## src/rtl/slave_out_port_if.sv

```systemverilog
// ---------------------------------------------------------------------------
// slave_out_port_if
// Serial read-data link between the slave output port and the master input
// port.
//   tx_data      : serial data, LSB first       (slave -> master)
//   slave_valid  : bit 0 of a word is on tx_data (slave -> master)
//   master_ready : master can take a word        (master -> slave)
// ---------------------------------------------------------------------------
interface slave_out_port_if;
  logic tx_data;
  logic slave_valid;
  logic master_ready;

  modport slave (
    output tx_data,
    output slave_valid,
    input  master_ready
  );

  modport master (
    input  tx_data,
    input  slave_valid,
    output master_ready
  );
endinterface

```

## src/rtl/slave_out_port.sv

```systemverilog
// ---------------------------------------------------------------------------
// slave_out_port
// Slave-side serial transmit port. Pulls parallel words from the local data
// source and shifts each one out LSB first after a slave_valid/master_ready
// handshake. One read sends burst_num+1 words.
//
// Optional feature macro: SLAVE_OUT_TIMEOUT_EN
//   When defined, the handshake wait is bounded by TIMEOUT_CYCLES. On expiry
//   the burst is dropped and the sticky o_timeout_err flag is raised.
//
// Ports:
//   i_clk            system clock, rising edge
//   i_reset          asynchronous active-low reset
//   i_start          one-cycle read request, honoured only when idle
//   i_burst_num      words in burst minus one, latched on accepted start
//   i_data_in        parallel word from the data source
//   i_data_in_valid  i_data_in holds a valid word
//   o_data_in_ready  port takes i_data_in this cycle
//   o_tx_done        one-cycle pulse after the last bit of the burst
//   o_busy           high whenever the port is not idle
//   o_timeout_err    sticky handshake timeout (SLAVE_OUT_TIMEOUT_EN only)
//   bus              serial link (tx_data, slave_valid, master_ready)
//
// state   | meaning
// --------+---------------------------------------------------------------
// IDLE    | waiting for i_start; tx_done pulse is retired here
// LOAD    | data_in_ready high, waiting for a word from the source
// WAIT_HS | slave_valid high with bit 0 on tx_data, waiting for master_ready
// SEND    | shifting bits 1..DATA_LEN-1, master_ready ignored
// ---------------------------------------------------------------------------
module slave_out_port #(
  parameter int DATA_LEN       = 8,
  parameter int BURST_LEN      = 12,
  parameter int TIMEOUT_CYCLES = 255
) (
  input  logic                 i_clk,
  input  logic                 i_reset,
  input  logic                 i_start,
  input  logic [BURST_LEN-1:0] i_burst_num,
  input  logic [DATA_LEN-1:0]  i_data_in,
  input  logic                 i_data_in_valid,
  output logic                 o_data_in_ready,
  output logic                 o_tx_done,
  output logic                 o_busy,
`ifdef SLAVE_OUT_TIMEOUT_EN
  output logic                 o_timeout_err,
`endif
  slave_out_port_if.slave      bus
);

  localparam int BIT_W = (DATA_LEN > 1) ? $clog2(DATA_LEN) : 1;
  localparam logic [BIT_W-1:0] BIT_LAST = BIT_W'(DATA_LEN - 1);

`ifdef SLAVE_OUT_TIMEOUT_EN
  localparam int TO_W = (TIMEOUT_CYCLES > 1) ? $clog2(TIMEOUT_CYCLES + 1) : 1;
  localparam logic [TO_W-1:0] TO_LOAD = TO_W'(TIMEOUT_CYCLES - 1);
`endif

  typedef enum logic [1:0] {
    ST_IDLE    = 2'd0,
    ST_LOAD    = 2'd1,
    ST_WAIT_HS = 2'd2,
    ST_SEND    = 2'd3
  } state_t;

  state_t               r_state;
  logic [DATA_LEN-1:0]  r_shift;
  logic [BIT_W-1:0]     r_bit_cnt;
  logic [BURST_LEN-1:0] r_word_cnt;
  logic [BURST_LEN-1:0] r_burst;
  logic                 r_tx_data;
  logic                 r_slave_valid;
  logic                 r_data_in_ready;
  logic                 r_tx_done;

  state_t               w_state_nxt;
  logic [DATA_LEN-1:0]  w_shift_nxt;
  logic [BIT_W-1:0]     w_bit_cnt_nxt;
  logic [BURST_LEN-1:0] w_word_cnt_nxt;
  logic [BURST_LEN-1:0] w_burst_nxt;
  logic                 w_tx_data_nxt;
  logic                 w_slave_valid_nxt;
  logic                 w_data_in_ready_nxt;
  logic                 w_tx_done_nxt;

`ifdef SLAVE_OUT_TIMEOUT_EN
  logic [TO_W-1:0]      r_to_cnt;
  logic                 r_timeout_err;
  logic [TO_W-1:0]      w_to_cnt_nxt;
  logic                 w_timeout_err_nxt;
`endif

  always_ff @(posedge i_clk or negedge i_reset) begin
    if (!i_reset) begin
      r_state         <= ST_IDLE;
      r_shift         <= '0;
      r_bit_cnt       <= '0;
      r_word_cnt      <= '0;
      r_burst         <= '0;
      r_tx_data       <= 1'b0;
      r_slave_valid   <= 1'b0;
      r_data_in_ready <= 1'b0;
      r_tx_done       <= 1'b0;
`ifdef SLAVE_OUT_TIMEOUT_EN
      r_to_cnt        <= '0;
      r_timeout_err   <= 1'b0;
`endif
    end else begin
      r_state         <= w_state_nxt;
      r_shift         <= w_shift_nxt;
      r_bit_cnt       <= w_bit_cnt_nxt;
      r_word_cnt      <= w_word_cnt_nxt;
      r_burst         <= w_burst_nxt;
      r_tx_data       <= w_tx_data_nxt;
      r_slave_valid   <= w_slave_valid_nxt;
      r_data_in_ready <= w_data_in_ready_nxt;
      r_tx_done       <= w_tx_done_nxt;
`ifdef SLAVE_OUT_TIMEOUT_EN
      r_to_cnt        <= w_to_cnt_nxt;
      r_timeout_err   <= w_timeout_err_nxt;
`endif
    end
  end

  // The shift register is shifted right once per transmitted bit, so the
  // next bit to drive is always r_shift[1] and no variable index is needed.
  always_comb begin
    w_state_nxt         = r_state;
    w_shift_nxt         = r_shift;
    w_bit_cnt_nxt       = r_bit_cnt;
    w_word_cnt_nxt      = r_word_cnt;
    w_burst_nxt         = r_burst;
    w_tx_data_nxt       = r_tx_data;
    w_slave_valid_nxt   = r_slave_valid;
    w_data_in_ready_nxt = r_data_in_ready;
    w_tx_done_nxt       = 1'b0;
`ifdef SLAVE_OUT_TIMEOUT_EN
    w_to_cnt_nxt        = r_to_cnt;
    w_timeout_err_nxt   = r_timeout_err;
`endif

    case (r_state)
      ST_IDLE: begin
        if (i_start) begin
          w_burst_nxt         = i_burst_num;
          w_word_cnt_nxt      = '0;
          w_data_in_ready_nxt = 1'b1;
          w_state_nxt         = ST_LOAD;
`ifdef SLAVE_OUT_TIMEOUT_EN
          w_timeout_err_nxt   = 1'b0;
`endif
        end
      end

      ST_LOAD: begin
        if (i_data_in_valid && r_data_in_ready) begin
          w_shift_nxt         = i_data_in;
          w_tx_data_nxt       = i_data_in[0];
          w_slave_valid_nxt   = 1'b1;
          w_data_in_ready_nxt = 1'b0;
          w_state_nxt         = ST_WAIT_HS;
`ifdef SLAVE_OUT_TIMEOUT_EN
          w_to_cnt_nxt        = TO_LOAD;
`endif
        end
      end

      ST_WAIT_HS: begin
        // A handshake on the expiry edge still wins over the timeout.
        if (bus.master_ready) begin
          w_slave_valid_nxt = 1'b0;
          w_tx_data_nxt     = r_shift[1];
          w_shift_nxt       = r_shift >> 1;
          w_bit_cnt_nxt     = BIT_W'(1);
          w_state_nxt       = ST_SEND;
        end
`ifdef SLAVE_OUT_TIMEOUT_EN
        else if (r_to_cnt == '0) begin
          w_slave_valid_nxt = 1'b0;
          w_tx_data_nxt     = 1'b0;
          w_timeout_err_nxt = 1'b1;
          w_state_nxt       = ST_IDLE;
        end else begin
          w_to_cnt_nxt = r_to_cnt - 1'b1;
        end
`endif
      end

      ST_SEND: begin
        if (r_bit_cnt == BIT_LAST) begin
          w_bit_cnt_nxt = '0;
          w_tx_data_nxt = 1'b0;
          // Compare before incrementing so an all-ones burst_num never wraps.
          if (r_word_cnt == r_burst) begin
            w_tx_done_nxt = 1'b1;
            w_state_nxt   = ST_IDLE;
          end else begin
            w_word_cnt_nxt      = r_word_cnt + 1'b1;
            w_data_in_ready_nxt = 1'b1;
            w_state_nxt         = ST_LOAD;
          end
        end else begin
          w_tx_data_nxt = r_shift[1];
          w_shift_nxt   = r_shift >> 1;
          w_bit_cnt_nxt = r_bit_cnt + 1'b1;
        end
      end

      default: w_state_nxt = ST_IDLE;
    endcase
  end

  assign bus.tx_data     = r_tx_data;
  assign bus.slave_valid = r_slave_valid;
  assign o_data_in_ready = r_data_in_ready;
  assign o_tx_done       = r_tx_done;
  assign o_busy          = (r_state != ST_IDLE);
`ifdef SLAVE_OUT_TIMEOUT_EN
  assign o_timeout_err   = r_timeout_err;
`endif

endmodule

```

## src/flat_wrapper.sv

```systemverilog
// flat-port wrapper written by rule: the top's interface ports become plain ports
module slave_out_port_flat 
#(
  parameter int DATA_LEN       = 8,
  parameter int BURST_LEN      = 12,
  parameter int TIMEOUT_CYCLES = 255
)
  (i_clk, i_reset, i_start, i_burst_num, i_data_in, i_data_in_valid, o_data_in_ready, o_tx_done, o_busy, bus_tx_data, bus_slave_valid, bus_master_ready);
  slave_out_port_if bus_i ();
  input  logic i_clk;
  input  logic i_reset;
  input  logic i_start;
  input  logic [BURST_LEN-1:0] i_burst_num;
  input  logic [DATA_LEN-1:0] i_data_in;
  input  logic i_data_in_valid;
  output logic o_data_in_ready;
  output logic o_tx_done;
  output logic o_busy;
  output wire logic [$bits(bus_i.tx_data)-1:0] bus_tx_data;
  output wire logic [$bits(bus_i.slave_valid)-1:0] bus_slave_valid;
  input wire logic [$bits(bus_i.master_ready)-1:0] bus_master_ready;
  assign bus_tx_data = bus_i.tx_data;
  assign bus_slave_valid = bus_i.slave_valid;
  assign bus_i.master_ready = bus_master_ready;
  slave_out_port #(.DATA_LEN(DATA_LEN), .BURST_LEN(BURST_LEN), .TIMEOUT_CYCLES(TIMEOUT_CYCLES)) u_core (.i_clk(i_clk), .i_reset(i_reset), .i_start(i_start), .i_burst_num(i_burst_num), .i_data_in(i_data_in), .i_data_in_valid(i_data_in_valid), .o_data_in_ready(o_data_in_ready), .o_tx_done(o_tx_done), .o_busy(o_busy), .bus(bus_i));
endmodule
```

## config.mk

```make
export PLATFORM = sky130hd
export DESIGN_NAME = slave_out_port_flat
export DESIGN_NICKNAME = d
export VERILOG_FILES = /design/src/rtl/slave_out_port_if.sv /design/src/rtl/slave_out_port.sv /design/src/flat_wrapper.sv
export SDC_FILE = /design/constraint.sdc
export NUM_CORES = 1
export LEC_CHECK = 0
export CORE_MARGIN = 1
export CORE_UTILIZATION = 41
export CTS_CLUSTER_DIAMETER = 60
export DETAILED_ROUTE_END_ITERATION = 10
export PLACE_DENSITY = 0.65
export SYNTH_ARGS = -nofsm -noshare
export SYNTH_HDL_FRONTEND = slang
export SYNTH_SLANG_ARGS = --single-unit
```

## constraint.sdc

```tcl
create_clock -name i_clk -period 2.01 [get_ports i_clk]
set_clock_uncertainty 0.05 [all_clocks]
set_input_delay 0.201 -clock i_clk [delete_from_list [all_inputs] [get_ports i_clk]]
set_output_delay 0.201 -clock i_clk [all_outputs]
set_load 0.05 [all_outputs]
```

==> results.md, run 1 <==
- The run finished with clean final reports.
- The global-route wire length before repair is 7.32 mm.
- The share of cells above drive strength 1 is 0.181.
- The synthesized cell area is 2140 sq um.
- The clock transition at the registers of the reported paths is 0.08 ns.
- The netlist uses 42 different library cells.
- At the worst endpoint, the arrival time is 2.04 ns.
- The number of buffers and inverters on the critical path is 1.
- The total count of max-transition violations in the final report is 0.
- The area occupied by registers is 1000 sq um.
- In the layout the commonest cells are 40 x sky130_fd_sc_hd__dfrtp_1, 27 x sky130_fd_sc_hd__clkdlybuf4s50_1, 16 x sky130_fd_sc_hd__buf_4.
- The worst min-delay path category is reg2reg.
- The area of the core is 4880 sq um.
- The total negative slack is 0 ns.
- From left edge to right edge, the die measures 74.3 um.
- Buffers inserted during clock tree synthesis total 5.
- The area growth from synthesis to layout is 27.9%.
- At the end of the flow, the number of nets in the layout was 282.
- For this configuration, the core starts out at a cell density of 0.439.
- The buffer type at the clock tree root is sky130_fd_sc_hd__clkbuf_8.
- Once detailed placement completed, the half-perimeter wirelength came to 3.13 mm.
- The H-tree generated during clock tree synthesis spans 2 levels.
- The placer congestion estimate is 0.835.
- The die covers 5520 sq um.
- sky130_fd_sc_hd__dfrtp_1 takes more of the synthesized area than any other cell.
- The most instantiated flip-flop cell in the synthesis netlist is sky130_fd_sc_hd__dfrtp_1.
- The kind of capture point of the worst setup path is a register.
- The number of filler cells placed in the layout is 455.
- The post-layout utilization of the core is 0.562.
- The repair_antennas step left the layout with diodes totalling 0.
- The maximum net fanout on the critical path is 10.
- Counting every net in the synthesized netlist gives 234.
- The slowest stage of the critical path belongs to the cell sky130_fd_sc_hd__dfrtp_1.
- Sorting the synthesized cells by area gives the leading types as sky130_fd_sc_hd__dfrtp_1 47%, sky130_fd_sc_hd__mux2_2 6.8%, sky130_fd_sc_hd__xor2_1 4.9%.
- The average wire per standard cell is 14.6 um.
- The TritonCTS clock tree is built.
- From bottom edge to top edge, the die measures 74.3 um.
- Leaving out fill and tap cells, the most frequent cell in the layout is sky130_fd_sc_hd__dfrtp_1.
- The relative max-transition margin is 0.660.
- Counting every instance in the synthesized netlist gives 201.
- During placement, the flow inserted port buffers numbering 29.
- The max capacitance violation total is 0.
- The startpoint class of the critical path is a register.
- The type of the worst setup path is reg2reg.
- The source-to-sink clock delay at the later pin of the worst-skew pair is 0.29 ns.
- The count of non-filler cells in the finished layout is 316.
- The tightest hold path in the finished design has a slack of 0.435 ns.
- The final-report setup violation count is 0.
- The synthesized design contains 40 register bits.
- The remaining global-route overflow is 0.
- The cell count after placement is 307.
- The slew at the pin closest to its max-slew limit is 0.510 ns.
- The count of nets left with antenna violations once routing finished came out at 0.
- The total count of hold-check failures in the final report is 0.
- The via count of the first global-routing pass is 1534.
- The Yosys step of the flow raised 0 warnings.
- In the final layout, the multi-input gates occupy 1120 sq um.
- The proportion of synthesized chip area in sequential cells is 0.467.
- The largest stage delay on the critical path is 0.44 ns.
- During I/O placement, the number of pins put on the boundary was 30.
- VDD sags by at most 772 uV.
- The number of setup buffers added after CTS is 0.
- The first routing iteration left 88 violations.
- After detailed routing, the number of remaining DRC violations is 0.
- The number of vias in the routed layout is 1665.
- In the synthesized netlist the async set-or-reset flop fraction comes to 1.00.
- For this run, the total global-route usage over all layers was measured as 0.178.
- The signal on the critical path passes through xor2_1 > nor4_4 > a31o_1 > buf_4 > nor4_1 > a211o_1.
- The initial antenna violation count is 0.
- In this run the static leakage power is 1.23 nW.
- The required arrival time at the worst endpoint is 2.14 ns.
- The share of the synthesized area in the top cell type is 0.467.
- The number of flops mapped to enable cells by yosys is 0.
- The maximum clock path buffer count is 2.
- After floorplanning, the core was divided into 25 placement rows.
- The minimum clock period after layout is 1.91 ns.
- In this run the cell area measured after placement is 2610 sq um.
- The pin count of the biggest net entering global routing is 41.
- The routed design has 4.62 mm of wire.
- The total iterations of the first detailed-routing run is 4.
- The final standard cell area without fillers is 2740 sq um.
- In the routed layout, each cell is associated on average with a via count of 5.27.
- In the finished design, the share of the clock period the worst path needs comes to 0.950.
- On the critical path the largest part of the delay comes from compound AO/OA/AOI/OAI gates.
- The number of sinks on the clock net is 40.
- The average instance in the mapped netlist occupies 10.7 sq um.
- For this run, the top clock speed supported by timing is 0.524 GHz.
- The power density of the placed cells is 1390 nW/um^2.
## layer usage
| layer | track usage | routed length, um | up-vias | share of wire |
|---|---|---|---|---|
| met5 | 0 | 0 | - | 0 |
| met3 | 0.0366 | 199 | 9 | 0.043 |
| met4 | 0.0629 | 97 | 0 | 0.021 |
| met1 | 0.269 | 2360 | 782 | 0.51 |
| li1 | - | - | 823 | - |
| met2 | 0.252 | 1970 | 51 | 0.43 |
## sequential cells by signal (all words and copies together), names as in the netlist
name	cells
u_core.r_word_cnt	12
u_core.bus.tx_data	1
u_core.bus.slave_valid	1
u_core.r_shift	7
u_core.r_burst	12
u_core.r_state	2
u_core.r_bit_cnt	3
u_core.o_tx_done	1
u_core.o_data_in_ready	1
## Yosys cell counts, types with 2 or more instances
cell / n
sky130_fd_sc_hd__dfrtp_1: 40
sky130_fd_sc_hd__nand2_1: 15
sky130_fd_sc_hd__mux2_2: 13
sky130_fd_sc_hd__xor2_1: 12
sky130_fd_sc_hd__a21oi_1: 11
sky130_fd_sc_hd__nor2_1: 11
sky130_fd_sc_hd__inv_1: 10
sky130_fd_sc_hd__ha_1: 8
sky130_fd_sc_hd__nand3_1: 8
sky130_fd_sc_hd__o21ai_0: 7
sky130_fd_sc_hd__mux2i_1: 6
sky130_fd_sc_hd__a22o_1: 5
sky130_fd_sc_hd__nor3_1: 5
sky130_fd_sc_hd__a211o_1: 4
sky130_fd_sc_hd__clkbuf_1: 4
sky130_fd_sc_hd__and3_1: 3
sky130_fd_sc_hd__nand2b_1: 3
sky130_fd_sc_hd__nor4_1: 3
sky130_fd_sc_hd__nor4_2: 3
sky130_fd_sc_hd__nor4b_1: 3
sky130_fd_sc_hd__a221o_1: 2
sky130_fd_sc_hd__a31oi_1: 2
sky130_fd_sc_hd__nor2b_1: 2
sky130_fd_sc_hd__o211ai_1: 2
sky130_fd_sc_hd__xnor2_1: 2
## repair_timing
| item | in CTS | in global routing |
|---|---|---|
| endpoints found under the setup margin | 0 | 10 |
| hold endpoints to repair | 40 | 0 |
| hold buffers | 1 | 0 |
| resized for setup | 0 | 5 |
## power breakdown
group / internal, mW / switching, mW / total, mW
clock: 0.236 / 0.259 / 0.495
combinational: 0.910 / 1.10 / 2.01
sequential: 1.11 / 0.204 / 1.32
total: 2.26 / 1.56 / 3.82
## worst register-to-register path, cell delays in order (launching register included)
cell	delay [ns]
sky130_fd_sc_hd__dfrtp_1	0.44
sky130_fd_sc_hd__xor2_1	0.20
sky130_fd_sc_hd__nor4_4	0.37
sky130_fd_sc_hd__a31o_1	0.21
sky130_fd_sc_hd__buf_4	0.18
sky130_fd_sc_hd__nor4_1	0.07
sky130_fd_sc_hd__a211o_1	0.28
## cells by family after synthesis
group / count (synthesis) / share of synthesized area
AO/OA/AOI/OAI: 44 / 0.151
XOR/XNOR: 14 / 0.0572
adder cells (fa/ha/maj): 8 / 0.0467
buffers and inverters: 16 / 0.0321
flip-flops: 40 / 0.467
multiplexers: 19 / 0.0963
AND/OR/NAND/NOR: 60 / 0.151
## path summary, 6_finish.rpt
| path | from | endpoint | slack, ns | cells past startpoint |
|---|---|---|---|---|
| worst min-delay path | u_core.r_bit_cnt[1]$_DFFE_PN0P_ | u_core.r_bit_cnt[1]$_DFFE_PN0P_ | 0.43 | 2 |
| max in group asynchronous | i_reset | u_core.r_shift[6]$_DFFE_PN0P_ | 1.07 | 3 |
| worst min register to register | u_core.r_bit_cnt[1]$_DFFE_PN0P_ | u_core.r_bit_cnt[1]$_DFFE_PN0P_ | 0.43 | 2 |
| worst max-delay path | u_core.r_word_cnt[2]$_DFFE_PN0P_ | u_core.r_word_cnt[4]$_DFFE_PN0P_ | 0.10 | 6 |
| worst max register to register | u_core.r_word_cnt[2]$_DFFE_PN0P_ | u_core.r_word_cnt[4]$_DFFE_PN0P_ | 0.10 | 6 |
| min in group asynchronous | i_reset | u_core.r_word_cnt[8]$_DFFE_PN0P_ | 0.48 | 3 |
## metrics by stage
stage                     power (mW)  setup slack (ns)
final                           3.82             0.101
after global routing            4.11          -0.00171
after CTS                       3.75            0.0593
after detailed placement        3.23            0.0642
after global placement          3.21            0.0462
after floorplan                 2.60             0.124
## layout make-up
cell class | instances | share of cell area
multi-input combinational | 146 | 0.408
sequential | 40 | 0.365
timing repair buffer | 46 | 0.155
tap | 67 | 0.0306
clock buffer | 6 | 0.0264
inverter | 10 | 0.0137
clock inverter | 1 | 0.00182
No activity file was read; power rests on OpenSTA's default activity.
==> run 2, diff against run 1 <==
CTS_CLUSTER_SIZE = 30   (was default)
MAX_ROUTING_LAYER = met4   (was default)
==> results.md, run 2 (same netlist as run 1, synthesis figures left out) <==
- The footprint of the multi-input gates came to 1120 sq um (unchanged).
- The worst hold slack came to 0.435 ns (unchanged).
- The placer congestion estimate is 0.848 (+1.5%).
- The number of port buffers is 29 (unchanged).
- The final total power was 3.82 mW (about the same).
- The number of H-tree levels is 2 (unchanged).
- The proportion of power drawn by flip-flops and latches came to 0.345 (about the same).
- The buffer type at the clock tree root is sky130_fd_sc_hd__clkbuf_8.
- The TritonCTS clock tree is built.
- The power density of the placed cells was 1390 nW/um^2 (about the same).
- The global-route wire length before repair is 7.31 mm (about the same).
- The source-to-sink clock delay at the later pin of the worst-skew pair was 0.29 ns (about the same).
- The startpoint identified for the worst register-to-register timing path is u_core.r_word_cnt[2]$_DFFE_PN0P_.
- The antenna violation net count after detailed routing came to 0 (unchanged).
- The area of the core is 4880 sq um (unchanged).
- The area occupied by registers is 1000 sq um (unchanged).
- The number of rows in the core area is 25 (unchanged).
- STA classifies the critical path startpoint as a register.
- The total wirelength of the detailed-routed design is 4.62 mm (about the same).
- The die boundary width is 74.3 um (unchanged).
- The origin of the worst min-delay path is u_core.r_bit_cnt[1]$_DFFE_PN0P_.
- The number of sinks on the clock net came to 40 (unchanged).
- The area growth from synthesis to layout is 27.9% (unchanged).
- The overall die area is 5520 sq um (unchanged).
- The run finished with clean final reports.
- The total cell area at the placement stage came to 2610 sq um (unchanged).
- The detail-routed via count per cell was 5.25 (-0.36%).
- The total iterations of the first detailed-routing run is 5 (+1).
- The slew at the pin closest to its max-slew limit is 0.508 ns (-0.00276 ns).
- The pin count of the biggest net entering global routing is 41 (unchanged).
- The via count of the first global-routing pass was 1526 (-0.52%).
- The required arrival time at the worst endpoint is 2.14 ns (about the same).
- The leakage component of the power was 1.23 nW (unchanged).
- The relative max-transition margin came to 0.662 (+0.00184).
- The worst min-delay path category is reg2reg.
- The maximum clock path buffer count is 2 (unchanged).
- The max capacitance violation total was 0 (unchanged).
- By startpoint and endpoint, the worst setup path is classified as reg2reg.
- The total count of hold-check failures in the final report is 0 (unchanged).
- The launching element of the worst setup path is u_core.r_word_cnt[2]$_DFFE_PN0P_.
- The endpoint of the most critical register-to-register path is u_core.r_word_cnt[4]$_DFFE_PN0P_.
- The overall die height is 74.3 um (unchanged).
- The number of nets in the final layout is 282 (unchanged).
- The final standard cell area without fillers is 2740 sq um (unchanged).
- The clock transition at the registers of the reported paths is 0.08 ns (about the same).
- The library cells used most frequently in the layout, excluding fill and tap cells, are 40 x sky130_fd_sc_hd__dfrtp_1, 27 x sky130_fd_sc_hd__clkdlybuf4s50_1, 16 x sky130_fd_sc_hd__buf_4.
- The timing-limited maximum frequency is 0.522 GHz (-0.42%).
- The number of vias in the routed layout is 1659 (-0.36%).
- The top-level port count is 30 (unchanged).
- The worst setup path is captured at a register.
- The total negative slack was 0 ns (unchanged).
- The cell count after placement came to 307 (unchanged).
- The number of filler cells placed in the layout was 455 (unchanged).
- The remaining global-route overflow is 0 (unchanged).
- The switching power summed over all nets came to 1.56 mW (-0.16%).
- The part of the power in combinational logic came to 0.526 (about the same).
- The internal power contribution is 2.26 mW (about the same).
- The share of cells above drive strength 1 is 0.181 (unchanged).
- The share of total power consumed by net switching came to 0.408 (about the same).
- The worst vdd rail ir drop was 772 uV (about the same).
- The largest registers in the layout are u_core.r_burst: 12 flops, u_core.r_word_cnt: 12 flops, u_core.r_shift: 7 flops.
- The antenna cell count is 0 (unchanged).
- The maximum net fanout on the critical path is 10 (unchanged).
- The first-iteration detailed-routing DRC count is 78 (-11%).
- The most frequent standard cell in the layout excluding fill and tap cells is sky130_fd_sc_hd__dfrtp_1.
- The minimum clock period after layout is 1.92 ns (+0.00801 ns).
- The post-route clock period utilization came to 0.954 (+0.00399).
- The timing endpoint of the critical path is u_core.r_word_cnt[4]$_DFFE_PN0P_.
- The final-report setup violation count was 0 (unchanged).
- The critical path data arrival time came to 2.04 ns (about the same).
- The total count of max-transition violations in the final report was 0 (unchanged).
- The global-route usage over all layers came to 0.184 (+0.00541).
- The final routed DRC violation total is 0 (unchanged).
- The count of non-filler cells in the finished layout came to 316 (unchanged).
- The initial antenna violation count is 0 (unchanged).
- The detailed-placement wirelength estimate is 3.13 mm (unchanged).
- The worst reg2reg path depth is 6 (unchanged).
- The clock share of power is 0.129 (about the same).
- The reg2reg setup slack is 0.09 ns (about the same).
- The effective utilization at floorplan came to 0.439 (unchanged).
- The average wire per standard cell was 14.6 um (about the same).
- The TritonCTS buffer count came to 5 (unchanged).
## run 2: cell counts in the layout (fill, tap and decap cells not counted)
Identical to the previous run, type by type.
## run 2: per-layer routing
| layer | part of all wire | vias to the layer above | global-route usage |
|---|---|---|---|
| met1 | 0.51 | 783 | 0.271 |
| met5 | 0 | - | - |
| li1 | - | 822 | - |
| met4 | 0.017 | 0 | 0.0629 |
| met2 | 0.43 | 47 | 0.248 |
| met3 | 0.042 | 7 | 0.0366 |
## run 2: through the flow
step | worst slack (ns) | utilization
3_3_place_gp | 0.0462 | 0.535
3_5_place_dp | 0.0642 | 0.535
5_1_grt | -0.00227 | 0.562
2_1_floorplan | 0.124 | -
4_1_cts | 0.0593 | 0.553
6_report | 0.0932 | 0.562
## run 2: critical path: stages (launching register included)
cell,delay [ns]
sky130_fd_sc_hd__dfrtp_1,0.44
sky130_fd_sc_hd__xor2_1,0.20
sky130_fd_sc_hd__nor4_4,0.38
sky130_fd_sc_hd__a31o_1,0.21
sky130_fd_sc_hd__buf_4,0.18
sky130_fd_sc_hd__nor4_1,0.07
sky130_fd_sc_hd__a211o_1,0.28
## run 2: area by class of cell
type / instances / share of cell area
tap: 67 / 0.0306
clock buffer: 6 / 0.0264
sequential: 40 / 0.365
clock inverter: 1 / 0.00182
multi-input combinational: 146 / 0.408
inverter: 10 / 0.0137
timing repair buffer: 46 / 0.155
## run 2: timing repair
| action | 4_1_cts | 5_1_grt |
|---|---|---|
| hold buffers | 1 | 0 |
| setup endpoints to repair | 0 | 10 |
| hold endpoints to repair | 40 | 0 |
| setup buffers | 0 | 0 |
| gates resized for setup | 0 | 5 |
## run 2: worst min path at each step
stage	cells past startpoint	to	slack, ns
final	2	u_core.r_bit_cnt[1]$_DFFE_PN0P_	0.43
after detailed placement	2	u_core.r_burst[5]$_DFFE_PN0P_	0.24
after floorplan	0	u_core.bus.slave_valid$_DFFE_PN0P_	-0.14
after CTS	2	u_core.r_bit_cnt[1]$_DFFE_PN0P_	0.44
after global routing	3	u_core.r_shift[7]$_DFFE_PN0P_	0.46
after global placement	2	u_core.r_burst[0]$_DFFE_PN0P_	0.24
## run 2: power groups by stage
stage	sequential, mW	combinational [mW]	clock (mW)
4_1_cts	1.31	1.91	0.520
5_1_grt	1.36	2.21	0.550
2_1_floorplan	1.39	1.22	0
3_3_place_gp	1.32	1.89	0
3_5_place_dp	1.33	1.89	0
6_report	1.32	2.01	0.494
==> run 3, diff against run 2 <==
CAP_MARGIN = 20   (was default)
CELL_PAD_IN_SITES_DETAIL_PLACEMENT = 0   (was default)
CELL_PAD_IN_SITES_GLOBAL_PLACEMENT = 1   (was default)
CORE_MARGIN = default   (was 1)
CORE_UTILIZATION = 38   (was 41)
PLACE_DENSITY = default   (was 0.65)
PLACE_DENSITY_LB_ADDON = 0.1   (was default)
==> results.md, run 3 (same netlist as run 1, synthesis figures left out) <==
- The clock transition at the registers of the reported paths is 0.08 ns (about the same).
- The total wirelength of the detailed-routed design is 4.83 mm (+4.5%).
- The number of rows in the core area is 26 (+4.0%).
- The largest stage delay on the critical path is 0.45 ns (about the same).
- The slew at the pin closest to its max-slew limit was 0.540 ns (+0.0321 ns).
- The remaining global-route overflow is 0 (unchanged).
- The total count of hold-check failures in the final report is 0 (unchanged).
- The startpoint class of the critical path is a register.
- The library cell used most frequently in the layout, excluding fill and tap cells, is sky130_fd_sc_hd__dfrtp_1.
- The critical path data arrival time came to 2.12 ns (+0.08 ns).
- The die boundary width came to 77.1 um (+3.8%).
- The area growth from synthesis to layout is 30.6%.
- The number of port buffers was 29 (unchanged).
- The average wire per standard cell came to 15.0 um (+2.6%).
- The TritonCTS clock tree is built.
- The minimum clock period after layout is 1.93 ns (+0.0150 ns).
- The global-route wire length before repair is 8.21 mm (+12%).
- The detail-routed via count per cell is 5.25 (about the same).
- The post-layout utilization of the core came to 0.532 (-0.0307).
- The number of buffers and inverters on the critical path is 0 (-1).
- The leakage component of the power is 1.26 nW (+2.2%).
- Setup repair after global routing left no endpoint under its margin.
- The number of sinks on the clock net was 40 (unchanged).
- The required arrival time at the worst endpoint came to 2.19 ns (+0.05 ns).
- The antenna cell count is 0 (unchanged).
- The count of non-filler cells in the finished layout is 322 (+1.9%).
- The area of the core is 5270 sq um (+8.0%).
- The TritonCTS buffer count was 5 (unchanged).
- The number of nets in the final layout came to 284 (+0.71%).
- The placer congestion estimate is 0.863 (+1.7%).
- In the layout the commonest cells are 40 x sky130_fd_sc_hd__dfrtp_1, 27 x sky130_fd_sc_hd__clkdlybuf4s50_1, 19 x sky130_fd_sc_hd__buf_4.
- The overall die height is 77.1 um (+3.8%).
- The source-to-sink clock delay at the later pin of the worst-skew pair was 0.29 ns (about the same).
- The worst hold slack is 0.363 ns (-0.0715 ns).
- The total iterations of the first detailed-routing run is 4 (-1).
- The pin count of the biggest net entering global routing was 25 (-39%).
- The power density of the placed cells is 1420 nW/um^2 (+2.4%).
- The maximum net fanout on the critical path is 10 (unchanged).
- The critical path's top delay family is compound AO/OA/AOI/OAI gates.
- The run finished with clean final reports.
- The number of vias in the routed layout came to 1690 (+1.9%).
- The via count of the first global-routing pass is 1701 (+11%).
- The share of cells above drive strength 1 came to 0.194 (+0.0137).
- The initial antenna violation count was 0 (unchanged).
- The type of the worst setup path is reg2reg.
- The maximum clock path buffer count is 2 (unchanged).
- The timing-limited maximum frequency is 0.518 GHz (-0.78%).
- The cell sitting at the root of the clock tree is a sky130_fd_sc_hd__clkbuf_8.
- The cell count after placement is 313 (+2.0%).
- The total count of max-transition violations in the final report was 0 (unchanged).
- The antenna violation net count after detailed routing is 0 (unchanged).
- The post-route clock period utilization is 0.961 (+0.00746).
- The number of setup buffers added after CTS was 0 (unchanged).
- Walking the worst path, the cells encountered are xor2_1 > nor4_4 > a31oi_2 > o21ai_4 > mux2_2.
- The slowest library cell on the worst path is sky130_fd_sc_hd__dfrtp_1.
- The top-level port count is 30 (unchanged).
- The relative max-transition margin is 0.640 (-0.0214).
- The worst min-delay path category is in2async.
- STA classifies the critical path endpoint as a register.
- The global-route usage over all layers was 0.183 (-0.000778).
- The final routed DRC violation total is 0 (unchanged).
- The final-report setup violation count came to 0 (unchanged).
- The final total power is 3.99 mW (+4.6%).
- The first-iteration detailed-routing DRC count is 84 (+7.7%).
- The max capacitance violation total is 0 (unchanged).
- The effective utilization at floorplan is 0.407 (-0.0326).
- The number of filler cells placed in the layout is 484 (+6.4%).
- The number of H-tree levels was 2 (unchanged).
- The worst vdd rail ir drop came to 636 uV (-18%).
- The largest registers in the layout are u_core.r_burst: 12 flops, u_core.r_word_cnt: 12 flops, u_core.r_shift: 7 flops.
- The overall die area is 5950 sq um (+7.7%).
- The detailed-placement wirelength estimate is 3.65 mm (+17%).
run 3: cell types whose count changed in the layout (fill, tap and decap cells not counted), sizes merged:
| cell | change |
|---|---|
| o21ai | -1 |
| clkinvlp | +1 |
| clkbuf | -1 |
| buf | +3 |
| bufinv | +1 |
run 3: routing by layer:
metal / global-route usage / wire (um)
met5: - / 0
met4: 0.0623 / 40
met3: 0.0417 / 207
met2: 0.276 / 2240
met1: 0.241 / 2340
run 3: path summary, 6_finish.rpt:
path                                              startpoint                          endpoint  slack (ns)  depth (start not counted)
setup / recovery           u_core.r_word_cnt[10]$_DFFE_PN0P_  u_core.r_word_cnt[0]$_DFFE_PN0P_        0.08                          5
hold / removal                                       i_reset  u_core.r_word_cnt[9]$_DFFE_PN0P_        0.36                          2
setup reg to reg           u_core.r_word_cnt[10]$_DFFE_PN0P_  u_core.r_word_cnt[0]$_DFFE_PN0P_        0.08                          5
hold reg to reg              u_core.r_bit_cnt[1]$_DFFE_PN0P_   u_core.r_bit_cnt[1]$_DFFE_PN0P_        0.44                          2
max in group asynchronous                            i_reset     u_core.r_shift[7]$_DFFE_PN0P_        0.99                          3
min in group i_clk           u_core.r_bit_cnt[1]$_DFFE_PN0P_   u_core.r_bit_cnt[1]$_DFFE_PN0P_        0.44                          2
run 3: final cells by class:
type                            count  area [sq um]  area share
Clock buffer                        5          68.8      0.0246
Clock inverter                      3          42.5      0.0152
Tap cell                           70          87.6      0.0313
Timing Repair Buffer               49           448       0.160
Sequential cell                    40          1000       0.357
Multi-Input combinational cell    145          1120       0.398
Inverter                           10          37.5      0.0134
run 3: through the flow:
stage	setup WS, ns	instance area [sq um]	TNS [ns]
4_1_cts	0.0153	2770	0
3_5_place_dp	-0.0559	2640	-0.178
2_1_floorplan	0.124	2140	0
6_report	0.0782	2800	0
5_1_grt	0.00202	2800	0
3_3_place_gp	-0.0293	2640	-0.0719
run 3: where the power goes:
group,switching (mW),internal (mW)
logic,1.08,0.920
clock network,0.297,0.368
registers,0.217,1.11
run 3: timing repair:
action | CTS | global route
resized for setup | 1 | 5
hold endpoints to repair | 22 | 0
pin swaps | 0 | 2
setup endpoints to repair | 9 | 6
hold buffers | 1 | 0
